===== config.mk =====
export PLATFORM = sky130hd
export DESIGN_NAME = uart_tx_arb
export DESIGN_NICKNAME = d
export VERILOG_FILES = /design/src/rtl/uart_pkg.sv /design/src/rtl/rr_pick.sv /design/src/rtl/uart_tx_arb.sv
export SDC_FILE = /design/constraint.sdc
export NUM_CORES = 1
export LEC_CHECK = 0
export BUFFER_PORTS_ARGS = -buffer_cell sky130_fd_sc_hd__buf_2
export CORE_ASPECT_RATIO = 0.7
export CORE_MARGIN = 10
export CORE_UTILIZATION = 40
export DETAILED_ROUTE_END_ITERATION = 10
export PLACE_DENSITY = 0.67
export SETUP_SLACK_MARGIN = 0.2
export SLEW_MARGIN = 20
export SYNTH_ARGS = -nofsm -noshare
export SYNTH_HDL_FRONTEND = slang
export SYNTH_SLANG_ARGS = --single-unit

===== constraint.sdc =====
create_clock -name clk -period 4.6 [get_ports clk]
set_clock_uncertainty 0.05 [all_clocks]
set_input_delay 0.92 -clock clk [delete_from_list [all_inputs] [get_ports clk]]
set_output_delay 0.92 -clock clk [all_outputs]
set_load 0.01 [all_outputs]

===== src/rtl/uart_pkg.sv =====
// ============================================================================
// Module      : uart_pkg
// Description : Shared FSM state type and parameter limits for the UART
//               transmit arbiter.
// Revision    : 1.0
// ============================================================================
`default_nettype none

package uart_pkg;

    typedef enum logic [1:0] {
        IDLE = 2'd0,
        LOAD = 2'd1,
        WAIT = 2'd2
    } state_t;

    localparam int c_NREQ_MIN     = 2;
    localparam int c_NREQ_MAX     = 8;
    localparam int c_MAXBURST_MIN = 1;
    localparam int c_MAXBURST_MAX = 15;

    // Wide enough for the largest legal burst, so the counter can hold MAXBURST itself.
    localparam int c_BURST_W = $clog2(c_MAXBURST_MAX + 1);

endpackage

`default_nettype wire


===== src/rtl/rr_pick.sv =====
// ============================================================================
// Module      : rr_pick
// Description : Combinational rotating first-set search: first set bit of req
//               at or above ptr, wrapping modulo NREQ.
// Revision    : 1.0
// ============================================================================
`default_nettype none

module rr_pick #(
    parameter int NREQ = 4,
    parameter int PW   = $clog2(NREQ)
) (
    input  logic [NREQ-1:0] req,
    input  logic [PW-1:0]   ptr,
    output logic [PW-1:0]   winner,
    output logic            any
);

    logic [PW:0]   w_idx;
    logic          w_found;
    logic [PW-1:0] w_winner;

    always_comb begin
        w_idx    = '0;
        w_found  = 1'b0;
        w_winner = '0;
        for (int k = 0; k < NREQ; k++) begin
            w_idx = {1'b0, ptr} + (PW+1)'(k);
            if (w_idx >= (PW+1)'(NREQ)) begin
                w_idx = w_idx - (PW+1)'(NREQ);
            end
            if (!w_found && req[w_idx[PW-1:0]]) begin
                w_found  = 1'b1;
                w_winner = w_idx[PW-1:0];
            end
        end
    end

    assign winner = w_winner;
    assign any    = w_found;

endmodule

`default_nettype wire


===== src/rtl/uart_tx_arb.sv =====
// ============================================================================
// Module      : uart_tx_arb
// Description : Round-robin byte arbiter feeding one shared UART transmitter,
//               with per-grant burst limit and packet-last handling.
// Revision    : 1.0
// ============================================================================
`default_nettype none

module uart_tx_arb
    import uart_pkg::*;
#(
    parameter int NREQ     = 4,
    parameter int DATABITS = 8,
    parameter int MAXBURST = 4
) (
    input  logic                     clk,
    input  logic                     reset,
    input  logic [NREQ-1:0]          req,
    input  logic [NREQ*DATABITS-1:0] req_data,
    input  logic [NREQ-1:0]          req_last,
    output logic [NREQ-1:0]          ack,
    output logic                     tx_start,
    output logic [DATABITS-1:0]      tx_data,
    input  logic                     tx_busy,
    input  logic                     tx_done,
    output logic [$clog2(NREQ)-1:0]  owner,
    output logic                     active
);

    localparam int c_PW = $clog2(NREQ);

    state_t                r_state;
    logic [c_PW-1:0]       r_ptr;
    logic [c_PW-1:0]       r_owner;
    logic [c_BURST_W-1:0]  r_burst;
    logic                  r_last;
    logic [DATABITS-1:0]   r_tx_data;
    logic                  r_tx_start;
    logic [NREQ-1:0]       r_ack;
    logic                  r_active;

    logic [c_PW-1:0]       w_winner;
    logic                  w_any;
    logic                  w_own_req;
    logic                  w_own_last;
    logic [DATABITS-1:0]   w_own_byte;
    logic [NREQ-1:0]       w_own_hot;
    logic [c_PW-1:0]       w_ptr_nxt;
    logic                  w_burst_ok;
    logic                  w_more;

    rr_pick #(
        .NREQ (NREQ),
        .PW   (c_PW)
    ) u_rr_pick (
        .req    (req),
        .ptr    (r_ptr),
        .winner (w_winner),
        .any    (w_any)
    );

    // Select the current owner's lane without variable-width part-selects.
    always_comb begin
        w_own_req  = 1'b0;
        w_own_last = 1'b0;
        w_own_byte = '0;
        w_own_hot  = '0;
        for (int i = 0; i < NREQ; i++) begin
            if (r_owner == c_PW'(i)) begin
                w_own_req    = req[i];
                w_own_last   = req_last[i];
                w_own_byte   = req_data[i*DATABITS +: DATABITS];
                w_own_hot[i] = 1'b1;
            end
        end
    end

    assign w_ptr_nxt  = (r_owner == c_PW'(NREQ-1)) ? '0 : r_owner + 1'b1;
    assign w_burst_ok = (r_burst < c_BURST_W'(MAXBURST));
    assign w_more     = w_own_req && !r_last && w_burst_ok;

    always_ff @(posedge clk or posedge reset) begin
        if (reset) begin
            r_state    <= IDLE;
            r_ptr      <= '0;
            r_owner    <= '0;
            r_burst    <= '0;
            r_last     <= 1'b0;
            r_tx_data  <= '0;
            r_tx_start <= 1'b0;
            r_ack      <= '0;
            r_active   <= 1'b0;
        end else begin
            r_tx_start <= 1'b0;
            r_ack      <= '0;
            case (r_state)
                IDLE: begin
                    if (w_any) begin
                        r_owner  <= w_winner;
                        r_burst  <= '0;
                        r_active <= 1'b1;
                        r_state  <= LOAD;
                    end
                end
                LOAD: begin
                    if (!w_own_req) begin
                        r_ptr    <= w_ptr_nxt;
                        r_active <= 1'b0;
                        r_state  <= IDLE;
                    end else if (!tx_busy) begin
                        r_tx_data  <= w_own_byte;
                        r_tx_start <= 1'b1;
                        r_ack      <= w_own_hot;
                        r_last     <= w_own_last;
                        if (w_burst_ok) begin
                            r_burst <= r_burst + 1'b1;
                        end
                        r_state    <= WAIT;
                    end
                end
                WAIT: begin
                    // Requests are only looked at on the tx_done cycle itself.
                    if (tx_done) begin
                        if (w_more) begin
                            r_state <= LOAD;
                        end else begin
                            r_ptr    <= w_ptr_nxt;
                            r_active <= 1'b0;
                            r_state  <= IDLE;
                        end
                    end
                end
                default: begin
                    r_active <= 1'b0;
                    r_state  <= IDLE;
                end
            endcase
        end
    end

    assign ack      = r_ack;
    assign tx_start = r_tx_start;
    assign tx_data  = r_tx_data;
    assign owner    = r_owner;
    assign active   = r_active;

endmodule

`default_nettype wire


Word level (Yosys, flattened, before mapping):

Cells that the tools add are included.

* multiplexer cells: 63
* reductions and logical operators: 19
* bitwise operators: 1
* equal/unequal tests: 13
* magnitude comparators: 9
* $add $sub $neg: 9

Operators by type and width (count)
* two-way mux 2 bit: 16
* two-way mux 8 bit: 4
* two-way mux 1 bit: 28
* two-way mux 4 bit: 7
* < comparator 2 x 3 -> 1 bit, second input constant: 4
* inequality test 2 bit, second input constant: 6
* >= comparator 3 bit, second input constant: 3
* binary-select mux 1 bit (select 2 bit): 4
* one-hot mux 4 bit (2 select lines): 1
* AND reduction 4 bit: 2
* subtractor 2 x 1 -> 2 bit, second input constant: 4
* adder 2 x 2 -> 3 bit, second input constant: 2
* equality test 2 bit, second input constant: 3
* one-hot mux 2 bit (3 select lines): 1
* AND reduction 3 bit: 2
* logical AND 1 bit: 5
* AND reduction 5 bit: 1
* adder 4 x 1 -> 4 bit, second input constant: 1
* equality test 2 x 1 -> 1 bit, second input constant: 2
* logical NOT 1 bit: 4
* logical NOT 2 bit: 2
* < comparator 4 x 3 -> 1 bit, second input constant: 1
* one-hot mux 2 bit (2 select lines): 1
* nonzero test 2 bit: 2
* other kinds (8): 8

* word-level logic and storage cells: 123
* flip-flop bits (word level): 25
* input port bits: 44
* output and inout bits: 16

Depth between registers and ports, before layout:

Gate-level depths: netlist of run 1.

* depth in word-level cells: 16
* mapped depth: 8
* gate-level depth less buffers: 7

By module:

From an unflattened synthesis of run 1, not the netlist that was laid out.

* cells, all modules: 150
* area total of the unflattened synthesis: 1471.4 sq um

Modules (own cells, without submodules)
* uart_tx_arb: area an instance 1393.8 sq um, cells each 135, sequential area each 625.6 sq um, instances 1
* rr_pick: area an instance 77.6 sq um, cells each 15, sequential area each 0.0 sq um, instances 1

Worst setup path before layout of run 1:

OpenSTA, ideal clock, no wires.

* path kind: input-to-reg
* start: input port req[1]
* end: register r_ptr[0]
* library setup time: 0.125 ns
* cell stages on the path: 5
* arrival time: 2.326 ns
* data required time: 4.425 ns
* path buffers: 0
* slack: 2.099 ns
* path through: a211oi_1 -> a211o_1 -> or4_4 -> a32oi_2 -> mux2_2

* longest elaborated chain between the ends: 7
* elaborated cells on any way between the ends: 8
* those cells by class: eq/ne: 2; mux: 3; reduce/logical: 3

RTL lines
* from (decl): RTL line uart_tx_arb.sv:18 `input logic [NREQ-1:0] req,`
* two-way mux 1 bit * (3 in a row): RTL line uart_tx_arb.sv:69 `if (r_owner == c_PW'(i)) begin`
* logical AND 1 bit (2 in a row): RTL line uart_tx_arb.sv:80 `assign w_more = w_own_req && !r_last && w_burst_ok;`
* inequality test 2 bit (no source line)
* AND reduction 4 bit (no source line) *
* to (signal assigned): RTL line uart_tx_arb.sv:107 `r_ptr <= w_ptr_nxt;`
* to (signal assigned): RTL line uart_tx_arb.sv:127 `r_ptr <= w_ptr_nxt;`
* to (decl): RTL line uart_tx_arb.sv:33 `logic [c_PW-1:0] r_ptr;`

Every way passes the cells marked *; elsewhere a longest branch is shown, timed or not.
A chain may end at the register's enable or synchronous reset.

Worst setup path in the final report of run 1:

* start: register r_owner[0] (netlist: owner[0])
* end: register r_ptr[0]

* longest elaborated chain between the ends: 9
* elaborated cells on any way between the ends: 19
* those cells by class: add/sub: 1; eq/ne: 5; mux: 9; reduce/logical: 4

RTL lines
* from (decl): RTL line uart_tx_arb.sv:34 `logic [c_PW-1:0] r_owner;`
* from (signal assigned): RTL line uart_tx_arb.sv:99 `r_owner <= w_winner;`
* logical NOT 2 bit: RTL line uart_tx_arb.sv:69
* two-way mux 1 bit (4 in a row): RTL line uart_tx_arb.sv:69
* logical AND 1 bit (2 in a row): RTL line uart_tx_arb.sv:80
* inequality test 2 bit (no source line)
* AND reduction 4 bit (no source line)

Parallel ways exist; a longest one is shown, timed or not. The select of a mux whose other input is x is not followed.

==> results of run 1 <==
-- logic make-up after synthesis --
logic type / count (synthesis) / synth area share
AOI/OAI and AO/OA: 47 / 0.2164
muxes: 5 / 0.03710
adders and majority gates: 5 / 0.04417
buffers and inverters: 15 / 0.03975
and+or+nand+nor: 57 / 0.2208
DFF: 25 / 0.4417
-- state kept, by name (all words and copies together), names as in the netlist --
register / flops
ack: 4
active: 1
owner: 2
r_burst: 4
r_last: 1
r_ptr: 2
r_state: 2
tx_data: 8
tx_start: 1
-- tightest hold or removal path, delay by kind of cell (launching register included) --
family        cells  cell delay [ns]
flops             1             0.39
simple gates      2             0.11
-- report_power, final --
part | switching, mW | internal [mW] | leakage [nW] | total, mW
logic | 0.350 | 0.282 | 0.545 | 0.632
registers | 0.0684 | 0.305 | 0.311 | 0.373
clock network | 0.0714 | 0.0606 | 0.0255 | 0.132
total | 0.490 | 0.647 | 0.881 | 1.14
-- placed cells by master (no fill, tap or decap), types with 3 or more instances in the layout --
master    synthesis  layout
mux2i_1           3       3
and2_1            5       5
o21ai_0           6       6
buf_2             0      59
inv_1             6       6
nand2b_1          3       3
dfrtp_1          25      25
nand2_1           8       8
nor2_1           12      12
a221oi_1          8       8
a21oi_1          22      22
nor3_1            8       8
ha_1              5       5
nor2b_1          12      12
clkbuf_8          0       3
-- routing by layer --
metal  track usage  routed length [µm]
met3       0.04634                 273
met2        0.2017                2029
met4       0.02573                  18
met5             0                   0
met1        0.1500                1770
-- cell usage after synthesis --
master	n
nand2_1	8
nand3b_1	1
a211oi_1	2
a211o_1	1
mux2i_1	3
a221oi_1	8
a21oi_1	22
nor3b_1	2
o22a_1	1
ha_1	5
nor3b_2	1
mux2_2	2
clkbuf_1	9
nand3_1	1
a32oi_2	1
a21o_1	2
a2111oi_0	1
o21ai_0	6
nor3_1	8
o21bai_1	1
or3_1	1
nor4_1	1
or4_4	1
nand2b_1	3
a2bb2oi_1	1
nor2_1	12
nor2b_1	12
and2_1	5
nand4b_1	1
a22oi_1	1
dfrtp_1	25
inv_1	6
-- layout make-up --
type / instances / area (µm²) / share of cell area
Inverter: 6 / 22.52 / 0.01258
Multi-Input combinational cell: 114 / 734.5 / 0.4102
Clock buffer: 3 / 41.29 / 0.02306
Tap cell: 47 / 58.81 / 0.03284
Clock inverter: 1 / 5.005 / 0.002795
Sequential cell: 25 / 625.6 / 0.3494
Timing Repair Buffer: 60 / 302.8 / 0.1691
-- worst max-delay path by stage --
stage | endpoint | slack [ns] | cells past startpoint
finish | r_ptr[0]$_DFFE_PP0P_ | 1.76 | 6
global route | r_ptr[0]$_DFFE_PP0P_ | 1.58 | 6
CTS | r_ptr[0]$_DFFE_PP0P_ | 1.76 | 6
detailed placement | r_ptr[1]$_DFFE_PP0P_ | 1.76 | 6
global placement | r_ptr[1]$_DFFE_PP0P_ | 1.89 | 6
floorplan | r_ptr[0]$_DFFE_PP0P_ | 2.10 | 5
==> impl_metrics.prom, run 1 <==
# TYPE chip_impl_metric gauge
chip_impl_metric{name="finalCritPeriodShare",unit=""} 0.6185
chip_impl_metric{name="crit_path_max_fanout",unit=""} 23
chip_impl_metric{name="layout.nets",unit=""} 259
chip_impl_metric{name="maxSlewHeadroom",unit=""} 0.3550
chip_impl_metric{name="placementRows",unit=""} 17
chip_impl_metric{name="worstMarginPinSlew",unit="ns"} 0.9664
chip_impl_info{name="path_class",value="reg -> reg"} 1
chip_impl_metric{name="die_w",unit="µm"} 91.12
chip_impl_info{name="netlist_top_cells_area",value="dfrtp_1, a21oi_1, nor2b_1"} 1
chip_impl_metric{name="timing.reg2reg.setup_slack",unit="ns"} 1.76
chip_impl_metric{name="clkTransAtPathRegs",unit="ns"} 0.09
chip_impl_info{name="cp_cell_sequence",value="ha_1, a211oi_1, a211o_1, or4_4, a32oi_2, mux2_2"} 1
chip_impl_metric{name="area_growth",unit="%"} 26.41
chip_impl_metric{name="slew_viol_final",unit=""} 0
chip_impl_metric{name="routed_wire_length_per_instance",unit="µm"} 15.98
chip_impl_metric{name="groute.usage.overall",unit=""} 0.1232
chip_impl_metric{name="timing.setup.tns",unit="ns"} 0
chip_impl_metric{name="grt_start_max_net_pins",unit=""} 27
chip_impl_metric{name="netlist_instances",unit=""} 154
chip_impl_info{name="critical_path.reg2reg.endpoint",value="r_ptr[0]$_DFFE_PP0P_"} 1
chip_impl_metric{name="numPortBuffers",unit=""} 59
chip_impl_metric{name="filler_cell_count",unit=""} 291
chip_impl_metric{name="cells_after_dpl",unit=""} 252
chip_impl_metric{name="finish.instance_area",unit="µm²"} 1790
chip_impl_metric{name="critical_path.n_buffers_inverters",unit=""} 0
chip_impl_metric{name="critical_path_arrival",unit="ns"} 2.95
chip_impl_metric{name="holdWs",unit="ns"} 0.4744
chip_impl_metric{name="postCtsHoldBufs",unit=""} 0
chip_impl_metric{name="finalSetupViolations",unit=""} 0
chip_impl_info{name="hold_path.class",value="reg -> reg"} 1
chip_impl_metric{name="global_route.overflow_total",unit=""} 0
chip_impl_metric{name="gp_routability_congestion",unit=""} 0.7766
chip_impl_info{name="run_status",value="finished, final reports clean"} 1
chip_impl_metric{name="preCtsSetupSlack",unit="ns"} 1.765
chip_impl_metric{name="postCtsSetupBuffers",unit=""} 0
chip_impl_metric{name="clock_latency",unit="ns"} 0.27
chip_impl_metric{name="seq_area_frac_synth",unit=""} 0.4417
chip_impl_metric{name="synthDominantCellAreaShare",unit=""} 0.4417
chip_impl_metric{name="clock_buffer_count_from_cts",unit=""} 3
chip_impl_info{name="worst_r2r_startpoint",value="owner[0]$_DFFE_PP0P_"} 1
chip_impl_metric{name="final_core_util",unit=""} 0.5466
chip_impl_metric{name="post_synth_instance_area",unit="µm²"} 1416
chip_impl_metric{name="floorplan.initialDensity",unit=""} 0.4324
chip_impl_metric{name="cap_viol_max_count",unit=""} 0
chip_impl_info{name="startpoint",value="owner[0]$_DFFE_PP0P_"} 1
chip_impl_metric{name="power-per-cell-area",unit="nW/µm²"} 634.9
chip_impl_metric{name="total_power",unit="mW"} 1.137
chip_impl_metric{name="detailroute.via_count",unit=""} 1335
chip_impl_metric{name="htree_num_levels",unit=""} 1
chip_impl_info{name="whs_endpoint",value="r_burst[2]$_DFFE_PP0P_"} 1
chip_impl_metric{name="antenna_cells",unit=""} 0
chip_impl_metric{name="ratio_of_cells_with_drive_above_1_in_the_final_layout",unit=""} 0.3301
chip_impl_metric{name="drtPass1Iterations",unit=""} 4
chip_impl_info{name="cp_top_family",value="compound AO/OA/AOI/OAI gates"} 1
chip_impl_metric{name="mappedNetlistNets",unit=""} 203
chip_impl_metric{name="die_h",unit="µm"} 69.79
chip_impl_metric{name="post_dp_cell_area",unit="µm²"} 1744
chip_impl_metric{name="grt_pass1_wl",unit="mm"} 6.555
chip_impl_metric{name="postSynthAreaPerCell",unit="µm²"} 9.197
chip_impl_metric{name="worstPathRequired",unit="ns"} 4.71
chip_impl_info{name="cts_root_buffer_type",value="clkbuf_8"} 1
chip_impl_metric{name="cts-resized-gates",unit=""} 0
chip_impl_metric{name="number_of_hold_violations_in_the_final_report",unit=""} 0
chip_impl_metric{name="ys_seq_elements",unit=""} 25
chip_impl_metric{name="yosysWarningCount",unit=""} 0
chip_impl_metric{name="unique_cell_type_count_in_the_yosys_netlist",unit=""} 32
chip_impl_metric{name="vias_in_the_first_global_route",unit=""} 1363
chip_impl_info{name="worst_path_cell_with_the_longest_stage_delay",value="ha_1"} 1
chip_impl_info{name="grt_setup_unrepaired",value="false"} 1
chip_impl_metric{name="tritoncts_num_sinks",unit=""} 25
chip_impl_metric{name="power.ir.vdd_worst",unit="V"} 0.0003795
chip_impl_metric{name="route.detailed.drc",unit=""} 0
chip_impl_metric{name="avgViaCountPerCell",unit=""} 5.215
chip_impl_info{name="end_kind",value="register"} 1
chip_impl_info{name="critPathLaunchType",value="register"} 1
chip_impl_metric{name="timing.fmax",unit="MHz"} 351.5
chip_impl_metric{name="antenna_violations_before_repair",unit=""} 0
chip_impl_metric{name="antenna_violating_nets_post_route",unit=""} 0
chip_impl_metric{name="ff2ff_path_depth",unit=""} 6
chip_impl_metric{name="final.setup.worst_slack",unit="ns"} 1.755
chip_impl_metric{name="detailed_place_hpwl",unit="mm"} 3.294
chip_impl_metric{name="drt_first_iter_violations",unit=""} 63
chip_impl_metric{name="placeableCoreArea",unit="µm²"} 3276
chip_impl_metric{name="timing.hold.worst_path_depth",unit=""} 2
chip_impl_info{name="worstHoldStart",value="r_burst[2]$_DFFE_PP0P_"} 1
chip_impl_metric{name="power_leakage",unit="nW"} 0.8813
chip_impl_metric{name="io_pins",unit=""} 60
chip_impl_metric{name="finalNonFillerCells",unit=""} 256
chip_impl_metric{name="totalWireLength",unit="mm"} 4.091
chip_impl_info{name="post-synth-top-area-cell",value="dfrtp_1"} 1
chip_impl_metric{name="worst_path_largest_cell_delay",unit="ns"} 0.64
chip_impl_metric{name="cts_max_path_buffers",unit=""} 2
chip_impl_metric{name="period_needed",unit="ns"} 2.845
chip_impl_metric{name="dieArea",unit="µm²"} 6359
chip_impl_info{name="tritoncts",value="done"} 1
No activity file was read; power rests on OpenSTA's default activity.
==> inputs of run 2 (changes only) <==
Settings changed: PLACE_DENSITY 0.67 to 0.69.
Clock period 4.6 ns to 2.4 ns, I/O delays scaled along.
==> impl_metrics.prom, run 2 (synthesized netlist as in run 1, its figures left out) <==
# TYPE chip_impl_metric gauge
chip_impl_info{name="run_status",value="finished, final reports clean"} 1
chip_impl_metric{name="placeableCoreArea",unit="µm²"} 3276
chip_impl_metric{name="detailed_place_hpwl",unit="mm"} 3.311
chip_impl_metric{name="detailroute.via_count",unit=""} 1394
chip_impl_metric{name="share_comb_of_total_power",unit=""} 0.578
chip_impl_info{name="cts_root_buffer_type",value="clkbuf_8"} 1
chip_impl_metric{name="dieArea",unit="µm²"} 6359
chip_impl_metric{name="avgViaCountPerCell",unit=""} 5.241
chip_impl_info{name="layout.cells.most_common_list",value="buf_2, dfrtp_1, a21oi_1"} 1
chip_impl_metric{name="routed_wire_length_per_instance",unit="µm"} 15.46
chip_impl_metric{name="clock_buffer_count_from_cts",unit=""} 3
chip_impl_metric{name="power-per-cell-area",unit="nW/µm²"} 1226
chip_impl_metric{name="ff2ff_path_depth",unit=""} 7
chip_impl_metric{name="timing.setup.tns",unit="ns"} 0
chip_impl_metric{name="vias_in_the_first_global_route",unit=""} 1359
chip_impl_metric{name="power.ir.vdd_worst",unit="V"} 0.0005673
chip_impl_metric{name="crit_path_max_fanout",unit=""} 4
chip_impl_metric{name="postCtsHoldBufs",unit=""} 0
chip_impl_metric{name="die_w",unit="µm"} 91.12
chip_impl_metric{name="power_report.internal_total",unit="mW"} 1.356
chip_impl_metric{name="finish.instance_area",unit="µm²"} 1898
chip_impl_metric{name="io_pins",unit=""} 60
chip_impl_info{name="layout.cells.most_common",value="buf_2"} 1
chip_impl_metric{name="cts_max_path_buffers",unit=""} 2
chip_impl_metric{name="fraction_of_power_spent_switching_nets",unit=""} 0.4175
chip_impl_info{name="hold_path.class",value="in -> async"} 1
chip_impl_metric{name="filler_cell_count",unit=""} 301
chip_impl_metric{name="area_growth",unit="%"} 34.01
chip_impl_metric{name="numPortBuffers",unit=""} 59
chip_impl_metric{name="tritoncts_num_sinks",unit=""} 25
chip_impl_metric{name="global_route.overflow_total",unit=""} 0
chip_impl_metric{name="grt_start_max_net_pins",unit=""} 22
chip_impl_metric{name="clock_latency",unit="ns"} 0.28
chip_impl_metric{name="worst_path_largest_cell_delay",unit="ns"} 0.44
chip_impl_metric{name="totalWireLength",unit="mm"} 4.112
chip_impl_metric{name="slew_viol_final",unit=""} 0
chip_impl_info{name="grt_setup_unrepaired",value="true"} 1
chip_impl_metric{name="cp_num_cells",unit=""} 7
chip_impl_metric{name="layout.nets",unit=""} 269
chip_impl_info{name="worst_path_cell_with_the_longest_stage_delay",value="or4_4"} 1
chip_impl_metric{name="groute.usage.overall",unit=""} 0.1267
chip_impl_metric{name="antenna_cells",unit=""} 0
chip_impl_metric{name="timing.fmax",unit="MHz"} 436.0
chip_impl_metric{name="worstPathRequired",unit="ns"} 2.51
chip_impl_metric{name="drtPass1Iterations",unit=""} 4
chip_impl_info{name="critPathLaunchType",value="register"} 1
chip_impl_metric{name="p_sw",unit="mW"} 0.9719
chip_impl_metric{name="clkTransAtPathRegs",unit="ns"} 0.09
chip_impl_metric{name="antenna_violations_before_repair",unit=""} 0
chip_impl_metric{name="p_clk_frac",unit=""} 0.112
chip_impl_metric{name="maxSlewHeadroom",unit=""} 0.4462
chip_impl_info{name="tritoncts",value="done"} 1
chip_impl_metric{name="period_needed",unit="ns"} 2.294
chip_impl_info{name="end_kind",value="register"} 1
chip_impl_metric{name="timing.reg2reg.setup_slack",unit="ns"} 0.11
chip_impl_metric{name="power_leakage",unit="nW"} 0.9263
chip_impl_metric{name="finalCritPeriodShare",unit=""} 0.9557
chip_impl_metric{name="worstMarginPinSlew",unit="ns"} 0.8298
chip_impl_metric{name="gp_routability_congestion",unit=""} 0.8011
chip_impl_metric{name="number_of_hold_violations_in_the_final_report",unit=""} 0
chip_impl_metric{name="seq_power_share",unit=""} 0.309
chip_impl_metric{name="cap_viol_max_count",unit=""} 0
chip_impl_metric{name="floorplan.initialDensity",unit=""} 0.4324
chip_impl_metric{name="die_h",unit="µm"} 69.79
chip_impl_metric{name="placementRows",unit=""} 17
chip_impl_metric{name="largest_register_ffs",unit=""} 8
chip_impl_metric{name="critical_path_arrival",unit="ns"} 2.41
chip_impl_info{name="path_class",value="reg -> reg"} 1
chip_impl_metric{name="htree_num_levels",unit=""} 1
chip_impl_metric{name="critical_path.n_buffers_inverters",unit=""} 1
chip_impl_info{name="cp_top_family",value="simple AND/OR/NAND/NOR gates"} 1
chip_impl_info{name="worst_r2r_startpoint",value="owner[1]$_DFFE_PP0P_"} 1
chip_impl_metric{name="drt_first_iter_violations",unit=""} 104
chip_impl_metric{name="finalSetupViolations",unit=""} 0
chip_impl_metric{name="total_power",unit="mW"} 2.328
chip_impl_metric{name="ratio_of_cells_with_drive_above_1_in_the_final_layout",unit=""} 0.3973
chip_impl_metric{name="grt_pass1_wl",unit="mm"} 6.651
chip_impl_metric{name="antenna_violating_nets_post_route",unit=""} 0
chip_impl_info{name="cp_cell_sequence",value="inv_2, ha_2, nand3b_1, a211o_1, or4_4, a32oi_2, mux2_2"} 1
chip_impl_metric{name="post_dp_cell_area",unit="µm²"} 1800
chip_impl_metric{name="route.detailed.drc",unit=""} 0
chip_impl_info{name="critical_path.reg2reg.endpoint",value="r_ptr[0]$_DFFE_PP0P_"} 1
run 2: cell count changes in the layout (fill, tap and decap cells not counted), sizes merged:
cell      delta
clkinv       -1
clkinvlp     +1
buf         +10
run 2: timing repair:
| item | CTS | global route |
|---|---|---|
| setup endpoints to repair | 2 | 9 |
| resized for setup | 5 | 3 |
| pin swaps | 2 | 1 |
| buffers inserted | 2 | 1 |
run 2: power groups by stage:
stage                     Sequential (mW)  Clock [mW]  Combinational [mW]
after floorplan                     0.757           0               0.835
after global placement              0.710           0                1.24
after detailed placement            0.723           0                1.28
after CTS                           0.718       0.269                1.33
after global routing                0.744       0.283                1.53
final                               0.720       0.262                1.35
run 2: how the worst max path moves through the flow:
| stage | endpoint | slack (ns) | startpoint |
|---|---|---|---|
| after floorplan | r_ptr[0]$_DFFE_PP0P_ | 0.09 | owner[1]$_DFFE_PP0P_ |
| after global placement | r_ptr[0]$_DFFE_PP0P_ | 0.16 | owner[0]$_DFFE_PP0P_ |
| after detailed placement | r_ptr[0]$_DFFE_PP0P_ | 0.07 | owner[0]$_DFFE_PP0P_ |
| after CTS | r_ptr[0]$_DFFE_PP0P_ | 0.09 | owner[1]$_DFFE_PP0P_ |
| after global routing | r_ptr[1]$_DFFE_PP0P_ | 0.02 | owner[1]$_DFFE_PP0P_ |
| final | r_ptr[0]$_DFFE_PP0P_ | 0.11 | owner[1]$_DFFE_PP0P_ |
run 2: area by class of cell:
cell class | instances | area, µm² | share of cell area
sequential | 25 | 626.9 | 0.3303
clock inverter | 1 | 7.507 | 0.003955
timing repair buffer | 70 | 377.9 | 0.1991
multi-input combinational | 114 | 763.2 | 0.4021
clock buffer | 3 | 41.29 | 0.02175
inverter | 6 | 22.52 | 0.01187
tap | 47 | 58.81 | 0.03098
run 2: per-layer routing:
metal  vias up  GRT usage  part of all wire
met3         7    0.05280             0.086
met4         0    0.03774             0.015
met2        40     0.2033              0.49
li1        682          -                 -
met1       665     0.1505              0.41
met5         -          0                 0
run 2: per-stage QoR:
stage	utilization	setup WS, ns	std cells	hold slack (ns)
final	0.5795	0.1063	266	0.2987
after global routing	0.5795	0.01890	266	0.3837
after floorplan	-	0.09448	154	0.4125
after detailed placement	0.5497	0.07249	259	0.4552
after CTS	0.5737	0.09230	265	0.3271
after global placement	0.5497	0.1628	259	0.4532
